$ cat src/rtl/sram_port_arbiter_if.sv
`default_nettype none
// +--------------------------------------------------------------------------+
// | Module   : sram_port_arbiter_if                                          |
// | Purpose  : Bundles the requester-side handshake and the SRAM command     |
// |            port of sram_port_arbiter into one interface.                 |
// | Signals  : req/req_we/req_addr/req_wdata  requester commands (packed,    |
// |            port p at [p*W +: W]); gnt/rvalid one-hot per port; rdata     |
// |            shared read data; mem_addr/mem_wdata/mem_we command to the    |
// |            SRAM interface block; mem_rdata read data from it.            |
// | Modports : slave  - the arbiter                                          |
// |            master - the requesters plus SRAM interface block             |
// | Revision : 1.0 - initial release                                         |
// +--------------------------------------------------------------------------+
interface sram_port_arbiter_if #(
  parameter int NUM_PORTS = 2,
  parameter int ADDR_W    = 20,
  parameter int DATA_W    = 18
);
  logic [NUM_PORTS-1:0]        req;
  logic [NUM_PORTS-1:0]        req_we;
  logic [NUM_PORTS*ADDR_W-1:0] req_addr;
  logic [NUM_PORTS*DATA_W-1:0] req_wdata;
  logic [NUM_PORTS-1:0]        gnt;
  logic [NUM_PORTS-1:0]        rvalid;
  logic [DATA_W-1:0]           rdata;
  logic [ADDR_W-1:0]           mem_addr;
  logic [DATA_W-1:0]           mem_wdata;
  logic                        mem_we;
  logic [DATA_W-1:0]           mem_rdata;

  modport slave (
    input  req, req_we, req_addr, req_wdata, mem_rdata,
    output gnt, rvalid, rdata, mem_addr, mem_wdata, mem_we
  );

  modport master (
    output req, req_we, req_addr, req_wdata, mem_rdata,
    input  gnt, rvalid, rdata, mem_addr, mem_wdata, mem_we
  );
endinterface
`default_nettype wire

$ cat src/rtl/sram_port_arbiter.sv
`default_nettype none
// +--------------------------------------------------------------------------+
// | Module   : sram_port_arbiter                                             |
// | Purpose  : Round-robin sharing of one synchronous-SRAM command port      |
// |            among NUM_PORTS requesters. At most one command per clock;    |
// |            read data is routed back to the issuing port in issue order.  |
// | Ports    : clk   system clock, posedge                                   |
// |            rst   synchronous active-high reset                           |
// |            bus   sram_port_arbiter_if.slave (requester handshake + SRAM) |
// | Option   : define SRAM_ARB_TURNAROUND_EN to insert a one-cycle bubble    |
// |            when the bus direction flips on consecutive cycles.           |
// | Timing   : gnt is combinational in cycle t; the command is on mem_* in   |
// |            t+1; mem_rdata is captured at the edge ending t+READ_LATENCY, |
// |            so rvalid/rdata appear in cycle t+READ_LATENCY+1.             |
// | Revision : 1.0 - initial release                                         |
// +--------------------------------------------------------------------------+
module sram_port_arbiter #(
  parameter int NUM_PORTS    = 2,
  parameter int ADDR_W       = 20,
  parameter int DATA_W       = 18,
  parameter int READ_LATENCY = 2
) (
  input  logic                clk,
  input  logic                rst,
  sram_port_arbiter_if.slave  bus
);

  localparam int PID_W = (NUM_PORTS > 1) ? $clog2(NUM_PORTS) : 1;

  // base + offset modulo NUM_PORTS; offset never exceeds NUM_PORTS.
  function automatic logic [PID_W-1:0] next_port(input logic [PID_W-1:0] base,
                                                 input int offset);
    int sum;
    sum = int'(base) + offset;
    if (sum >= NUM_PORTS) sum = sum - NUM_PORTS;
    return sum[PID_W-1:0];
  endfunction

  logic [PID_W-1:0]  r_ptr;
  logic [ADDR_W-1:0] r_mem_addr;
  logic [DATA_W-1:0] r_mem_wdata;
  logic              r_mem_we;
  logic [NUM_PORTS-1:0] r_rvalid;
  logic [DATA_W-1:0] r_rdata;

  // Read-tag pipeline: one stage per cycle of SRAM read latency.
  logic [READ_LATENCY-1:0] r_tag_v;
  logic [PID_W-1:0]        r_tag_id [READ_LATENCY];

  logic              w_found;
  logic [PID_W-1:0]  w_winner;
  logic [PID_W-1:0]  w_cand;
  logic              w_win_we;
  logic [ADDR_W-1:0] w_win_addr;
  logic [DATA_W-1:0] w_win_wdata;
  logic              w_bubble;
  logic              w_grant;

  // Round-robin search starting at the pointer; first active request wins.
  always_comb begin
    w_found  = 1'b0;
    w_winner = r_ptr;
    w_cand   = r_ptr;
    for (int i = 0; i < NUM_PORTS; i++) begin
      w_cand = next_port(r_ptr, i);
      if (!w_found && bus.req[w_cand]) begin
        w_found  = 1'b1;
        w_winner = w_cand;
      end
    end
  end

  assign w_win_we    = bus.req_we[w_winner];
  assign w_win_addr  = bus.req_addr[int'(w_winner)*ADDR_W +: ADDR_W];
  assign w_win_wdata = bus.req_wdata[int'(w_winner)*DATA_W +: DATA_W];

`ifdef SRAM_ARB_TURNAROUND_EN
  // Remembers the direction of a command issued in the previous cycle only;
  // any cycle without a grant returns to idle, so the bubble lasts one cycle.
  typedef enum logic [1:0] {
    TA_IDLE    = 2'd0,
    TA_LAST_RD = 2'd1,
    TA_LAST_WR = 2'd2
  } ta_state_t;

  ta_state_t r_ta_state;
  ta_state_t w_ta_next;

  always_ff @(posedge clk) begin
    if (rst) r_ta_state <= TA_IDLE;
    else     r_ta_state <= w_ta_next;
  end

  always_comb begin
    w_bubble  = 1'b0;
    w_ta_next = TA_IDLE;
    if (w_found) begin
      if ((r_ta_state == TA_LAST_RD && w_win_we) ||
          (r_ta_state == TA_LAST_WR && !w_win_we)) begin
        w_bubble = 1'b1;
      end else if (!rst) begin
        w_ta_next = w_win_we ? TA_LAST_WR : TA_LAST_RD;
      end
    end
  end
`else
  assign w_bubble = 1'b0;
`endif

  // No command is accepted while reset is asserted.
  assign w_grant = w_found && !w_bubble && !rst;

  always_comb begin
    bus.gnt = '0;
    if (w_grant) bus.gnt[w_winner] = 1'b1;
  end

  always_ff @(posedge clk) begin
    if (rst) begin
      r_ptr       <= '0;
      r_mem_addr  <= '0;
      r_mem_wdata <= '0;
      r_mem_we    <= 1'b0;
      r_rvalid    <= '0;
      r_rdata     <= '0;
      r_tag_v     <= '0;
      for (int i = 0; i < READ_LATENCY; i++) r_tag_id[i] <= '0;
    end else begin
      // Issue: address/data hold on idle cycles, only mem_we drops.
      if (w_grant) begin
        r_mem_addr  <= w_win_addr;
        r_mem_wdata <= w_win_wdata;
        r_mem_we    <= w_win_we;
        r_ptr       <= next_port(w_winner, 1);
      end else begin
        r_mem_we    <= 1'b0;
      end

      // Writes enter the tag pipeline as empty slots so stage timing stays fixed.
      r_tag_v[0]  <= w_grant && !w_win_we;
      r_tag_id[0] <= w_winner;
      for (int i = READ_LATENCY - 1; i > 0; i--) begin
        r_tag_v[i]  <= r_tag_v[i-1];
        r_tag_id[i] <= r_tag_id[i-1];
      end

      r_rvalid <= '0;
      if (r_tag_v[READ_LATENCY-1]) begin
        r_rvalid[r_tag_id[READ_LATENCY-1]] <= 1'b1;
        r_rdata <= bus.mem_rdata;
      end
    end
  end

  assign bus.mem_addr  = r_mem_addr;
  assign bus.mem_wdata = r_mem_wdata;
  assign bus.mem_we    = r_mem_we;
  assign bus.rvalid    = r_rvalid;
  assign bus.rdata     = r_rdata;

endmodule
`default_nettype wire

$ cat src/flat_wrapper.sv
// flat-port wrapper written by rule: the top's interface ports become plain ports
module sram_port_arbiter_flat 
#(
  parameter int NUM_PORTS    = 2,
  parameter int ADDR_W       = 20,
  parameter int DATA_W       = 18,
  parameter int READ_LATENCY = 2
)
  (clk, rst, bus_req, bus_req_we, bus_req_addr, bus_req_wdata, bus_mem_rdata, bus_gnt, bus_rvalid, bus_rdata, bus_mem_addr, bus_mem_wdata, bus_mem_we);
  sram_port_arbiter_if #(.NUM_PORTS(NUM_PORTS), .ADDR_W(ADDR_W), .DATA_W(DATA_W)) bus_i ();
  input  logic clk;
  input  logic rst;
  input wire logic [$bits(bus_i.req)-1:0] bus_req;
  input wire logic [$bits(bus_i.req_we)-1:0] bus_req_we;
  input wire logic [$bits(bus_i.req_addr)-1:0] bus_req_addr;
  input wire logic [$bits(bus_i.req_wdata)-1:0] bus_req_wdata;
  input wire logic [$bits(bus_i.mem_rdata)-1:0] bus_mem_rdata;
  output wire logic [$bits(bus_i.gnt)-1:0] bus_gnt;
  output wire logic [$bits(bus_i.rvalid)-1:0] bus_rvalid;
  output wire logic [$bits(bus_i.rdata)-1:0] bus_rdata;
  output wire logic [$bits(bus_i.mem_addr)-1:0] bus_mem_addr;
  output wire logic [$bits(bus_i.mem_wdata)-1:0] bus_mem_wdata;
  output wire logic [$bits(bus_i.mem_we)-1:0] bus_mem_we;
  assign bus_i.req = bus_req;
  assign bus_i.req_we = bus_req_we;
  assign bus_i.req_addr = bus_req_addr;
  assign bus_i.req_wdata = bus_req_wdata;
  assign bus_i.mem_rdata = bus_mem_rdata;
  assign bus_gnt = bus_i.gnt;
  assign bus_rvalid = bus_i.rvalid;
  assign bus_rdata = bus_i.rdata;
  assign bus_mem_addr = bus_i.mem_addr;
  assign bus_mem_wdata = bus_i.mem_wdata;
  assign bus_mem_we = bus_i.mem_we;
  sram_port_arbiter #(.NUM_PORTS(NUM_PORTS), .ADDR_W(ADDR_W), .DATA_W(DATA_W), .READ_LATENCY(READ_LATENCY)) u_core (.clk(clk), .rst(rst), .bus(bus_i));
endmodule
$ cat config.mk
export PLATFORM = sky130hd
export DESIGN_NAME = sram_port_arbiter_flat
export DESIGN_NICKNAME = d
export VERILOG_FILES = /design/src/rtl/sram_port_arbiter_if.sv /design/src/rtl/sram_port_arbiter.sv /design/src/flat_wrapper.sv
export SDC_FILE = /design/constraint.sdc
export NUM_CORES = 1
export LEC_CHECK = 0
export ABC_AREA = 1
export BUFFER_PORTS_ARGS = -buffer_cell sky130_fd_sc_hd__buf_2
export CORE_MARGIN = 2
export CORE_UTILIZATION = 48
export DETAILED_ROUTE_END_ITERATION = 16
export PLACE_DENSITY_LB_ADDON = 0.1
export SETUP_SLACK_MARGIN = 0.5
export SKIP_LAST_GASP = 1
export SLEW_MARGIN = 20
export SYNTH_ARGS = -nofsm -noshare
export SYNTH_HDL_FRONTEND = slang
export SYNTH_SLANG_ARGS = --single-unit
$ cat constraint.sdc
create_clock -name clk -period 2.2 [get_ports clk]
set_input_delay 0.22 -clock clk [delete_from_list [all_inputs] [get_ports clk]]
set_output_delay 0.22 -clock clk [all_outputs]
set_load 0.02 [all_outputs]
== Word level (Yosys, flattened, before mapping) ==
Memory sizes are Yosys's and may differ from the RTL's.
Cells that the tools add are included.
Storage, ports and cells
  flip-flop bits (word level): 62
  bits in latches: 0
  memory bits (writable): 2
  memory bits (read-only): 0
  input port bits: 100
  memories kept: 1
Cells by class
  add/sub/neg operators: 5
  $mul: 2
  div/mod/pow operators: 0
  order comparisons: 9
  eq/ne operators: 0
  shifts and indexed selects: 2
  muxes and demuxes: 23
  bitwise operators: 4
  reductions and logical operators: 10
Memories
  u_core.r_tag_id: depth 2, width 1, read ports 2, clocked after memory_dff 0, wr ports 2, line sram_port_arbiter.sv:48  | logic [PID_W-1:0] r_tag_id [READ_LATENCY];
Operators with widths (count)
  $shiftx 40x32->20: 1
  $shiftx 36x32->18: 1
  $mux 1: 20
  $lt 1x2->1 const B: 4
  $logic_and 1x1->1: 5
  $mul 1x4->5 const B: 1
  $add 1x1->2 const B: 2
  $ge 2x2->1 const B: 2
  $mul 1x3->4 const B: 1
  $reduce_or 2->1: 2
  $logic_not 1->1: 3
  $sub 1x1->1 const B: 3
  $demux 1 s1: 2
  $ge 1x1->1 const B: 2
  $ge 1x2->1 const B: 1
  $mux 2: 1
  $not 1->1: 2
  $or 1x1->1: 2

== Longest topological paths before layout ==
  word-level depth: 13
  depth in mapped cells: 8

== Worst setup path before layout ==
OpenSTA, ideal clock, no wires.
  kind: flip-flop to output port
  start: reg u_core.r_ptr
  end: out bus_gnt[0]
  data arrival time: 932 ps
  data required time: 1980 ps
  setup slack: 1048 ps
  stages on the path, launching flop included: 5
  path through: dfxtp_1 nand2_2 nand2_4 buf_4 nor2_1
On the way
  longest elaborated chain between the ends: 13
  elaborated cells on any way between the ends: 24
  those cells by class: 3 x add/sub; 4 x order compare; 13 x mux; 4 x reduce/logical
Ends and longest elaborated chain
  start: declaration: line sram_port_arbiter.sv:39  | logic [PID_W-1:0] r_ptr;
  start signal: assignment: line sram_port_arbiter.sv:134  | r_ptr <= next_port(w_winner, 1);
  $ge 1x2->1 or $sub 1x1->1 (tied branches): line sram_port_arbiter.sv:35  | if (sum >= NUM_PORTS) sum = sum - NUM_PORTS;
  $mux 1: line sram_port_arbiter.sv:35
  $mux 1 (implied by the code) (2 in series): line sram_port_arbiter.sv:66  | if (!w_found && bus.req[w_cand]) begin
  $mux 1: line sram_port_arbiter.sv:66
  $logic_not 1->1: line sram_port_arbiter.sv:66
  $logic_and 1x1->1: line sram_port_arbiter.sv:66
  $mux 1: line sram_port_arbiter.sv:66
  $lt 1x2->1 (implied by the code) or $ge 1x1->1 (tied branches): line sram_port_arbiter.sv:115  | if (w_grant) bus.gnt[w_winner] = 1'b1;
  $logic_and 1x1->1 (implied by the code): line sram_port_arbiter.sv:115
  $mux 1 (implied by the code): line sram_port_arbiter.sv:115
  $demux 1 s1
  $mux 2 *: line sram_port_arbiter.sv:115
  end: declaration: line flat_wrapper.sv:18  | output wire logic [$bits(bus_i.gnt)-1:0] bus_gnt;
Mark *: on every way between the ends. The rest lies on a longest branch, timed or not. The select of a mux whose other input is x is not followed.

== Worst setup path after layout ==
  start: reg u_core.r_ptr
  end: out bus_gnt[1]
The elaborated chain is that of the path after synthesis.

==> reports/qor.yml <==
run_status:
  status: "complete, no violations"
sta:
  rsz0062_at_grt: "no"
  slew_violations: 0
  maxSlewHeadroom_pct: 67.18
  finalHoldViolations: 0
  hold_ws_ns: 0.1050
  worst_slew_pin_slew_ns: 0.4893
  setup_viol: 0
  max_freq_mhz: 636.6
  layout_setup_ws_ns: 0.6291
  setup_tns_ns: 0
  finalCritPeriodShare_pct: 71.40
  fin_worst_skew_ns: 0.008913
  post-route-min-period_ns: 1.571
logic_synthesis:
  yosysSeqAreaShare_pct: 44.35
  avgSynthCellArea_sq_um: 7.296
  ys_ff_latch: 64
  synth_nets: 496
  synthDistinctLibCells: 23
  syn_area_sq_mm: 0.002889
  yosys_warnings: 0
  syn_inst: 396
worst_setup_path:
  r2r_cells: 4
  worstPathArrival_ns: 1.35
  r2r-end: "u_core.bus.rdata[5]"
  r2r_slack_ns: 0.84
  startpoint_type: "register"
  worst_setup_path_end_kind: "primary output"
  r2r-start: "u_core.r_tag_v[1]"
  path_max_fanout: 12
  required_ns: 1.98
  worstSetupPathType: "reg -> out"
detailed_routing:
  drtIter0Drc: 137
  drt-pass1-iter-count: 4
  drc_errors: 0
  wl_mm: 8.212
  ant_nets: 0
  wl_per_cell_um: 13.14
  via_count: 3146
  viasPerCell: 5.034
pwr:
  power_w: 0.002852
  power.density_mw_per_mm2: 727.7
  leakagePower_nw: 2.053
  ir_drop_v: 0.0003790
clocking:
  cts_buffers: 9
  cts_sinks: 64
  cts_max_level: 3
  clock_latency_ns: 0.34
  cts_root_buf: "clkbuf_8"
  max-clock-path-buffers: 2
  hold_buffers: 0
  clkTransAtPathRegs_ns: 0.07
  cts_tree: "yes"
min_path:
  whs_endpoint: "u_core.bus.rdata[13]"
  min_from: "bus_mem_rdata[13]"
  hp-class: "in -> reg"
  whs_path_depth: 3
final_layout:
  area_delta_synth_final_pct: 35.64
  design_area_sq_mm: 0.003919
  final_cell_mix: "buf_2, nand2_1, dfxtp_1, nand4_1, nor2_1"
  nNetsFinal: 646
  drive_above_1_share_pct: 35.45
  num_antenna_cells: 0
  nFillCells: 564
  final_common_cell: "buf_2"
placement:
  place_hpwl_mm: 5.575
  place_ws_ns: 0.7412
  place_area_sq_mm: 0.003686
  port_buffers: 160
  place.gp.congestion: 0.7910
die:
  die-height_um: 81.58
  dieArea_sq_mm: 0.006655
  start_util_pct: 49.09
  die_w_um: 81.58
  core_sq_mm: 0.005886
  boundaryPins: 161
  rows: 28
grt:
  antenna_found_initial: 0
  grt_use_total_pct: 24.01
  grt_first_pass_wirelength_mm: 12.36
  grt_overflow_total: 0
  grt_max_degree: 39
  grt_pass1_vias: 2855
job:
  drv_cap: 0
## metal layers
metal	vias up	GRT usage, %	share of wire [%]	routed length, um
li1	1618	-	-	-
met3	11	6.593	9.0	737
met1	1393	27.82	42	3477
met2	124	41.48	47	3878
met4	0	10.50	1.4	118
met5	-	0	0	0
## worst max path at each step
stage,slack (ns),startpoint,cells after the start,endpoint
final,0.63,u_core.r_ptr,5,bus_gnt[1]
after global routing,0.54,u_core.r_ptr,5,bus_gnt[1]
after floorplan,1.05,u_core.r_ptr,4,bus_gnt[0]
after global placement,0.76,bus_req[1],6,bus_gnt[1]
after CTS,0.53,u_core.r_ptr,5,bus_gnt[1]
after detailed placement,0.74,rst,8,u_core.bus.mem_addr[2]
## stage by stage
step	cells	utilization (%)
6_report	625	66.58
5_1_grt	625	66.58
4_1_cts	624	66.20
3_5_place_dp	609	62.63
3_3_place_gp	609	62.63
2_1_floorplan	396	-
## critical path, stage by stage (launching register included)
cell and delay, ns:
dfxtp_2 0.36, inv_1 0.08, nand2_4 0.15, nand2_4 0.09, nor2_4 0.15, buf_2 0.19
## power by group
part	switching [W]	internal, W	leakage (nW)
logic	0.000333	0.000199	1.42
clock network	0.000426	0.000629	0.103
registers	0.0000339	0.00123	0.525
## registers in the layout (all words and copies together), names as in the netlist
name / cells
u_core.bus.mem_addr: 20
u_core.bus.mem_wdata: 18
u_core.bus.mem_we: 1
u_core.bus.rdata: 18
u_core.bus.rvalid: 2
u_core.r_ptr: 1
u_core.r_tag_id: 2
u_core.r_tag_v: 2
## Yosys cell counts, drive strengths merged
| master | instances | share of area [%] |
|---|---|---|
| a21oi | 47 | 8.1 |
| and2 | 1 | 0.22 |
| and3 | 1 | 0.22 |
| buf | 21 | 4.9 |
| clkbuf | 11 | 1.6 |
| clkinv | 1 | 0.13 |
| dfxtp | 64 | 44 |
| inv | 44 | 5.7 |
| nand2 | 68 | 9.5 |
| nand3 | 3 | 0.52 |
| nand4 | 59 | 13 |
| nor2 | 54 | 7.8 |
| nor3 | 1 | 0.17 |
| o21ai | 21 | 4.0 |
## kinds of logic after synthesis
logic type,synth area share [%]
flip-flops,44.35
AND/OR/NAND/NOR,31.23
buffers and inverters,12.26
AO/OA/AOI/OAI,12.17
## timing repair
item / in CTS / in global routing
cloned: 0 / 1
endpoints found under the setup margin: 1 / 1
setup buffers: 0 / 0
resized for setup: 1 / 3
pin swaps: 0 / 1
## area by class of cell
cell class | count | area, sq um | area share, %
inverters | 45 | 168.9 | 4.310
clock inverters | 4 | 70.07 | 1.788
repair buffers | 170 | 888.4 | 22.67
clock buffers | 11 | 131.4 | 3.352
well taps | 75 | 93.84 | 2.395
multi-input cells | 256 | 1284 | 32.76
flip-flops and latches | 64 | 1282 | 32.73
Power figures use the tool's default switching activity.
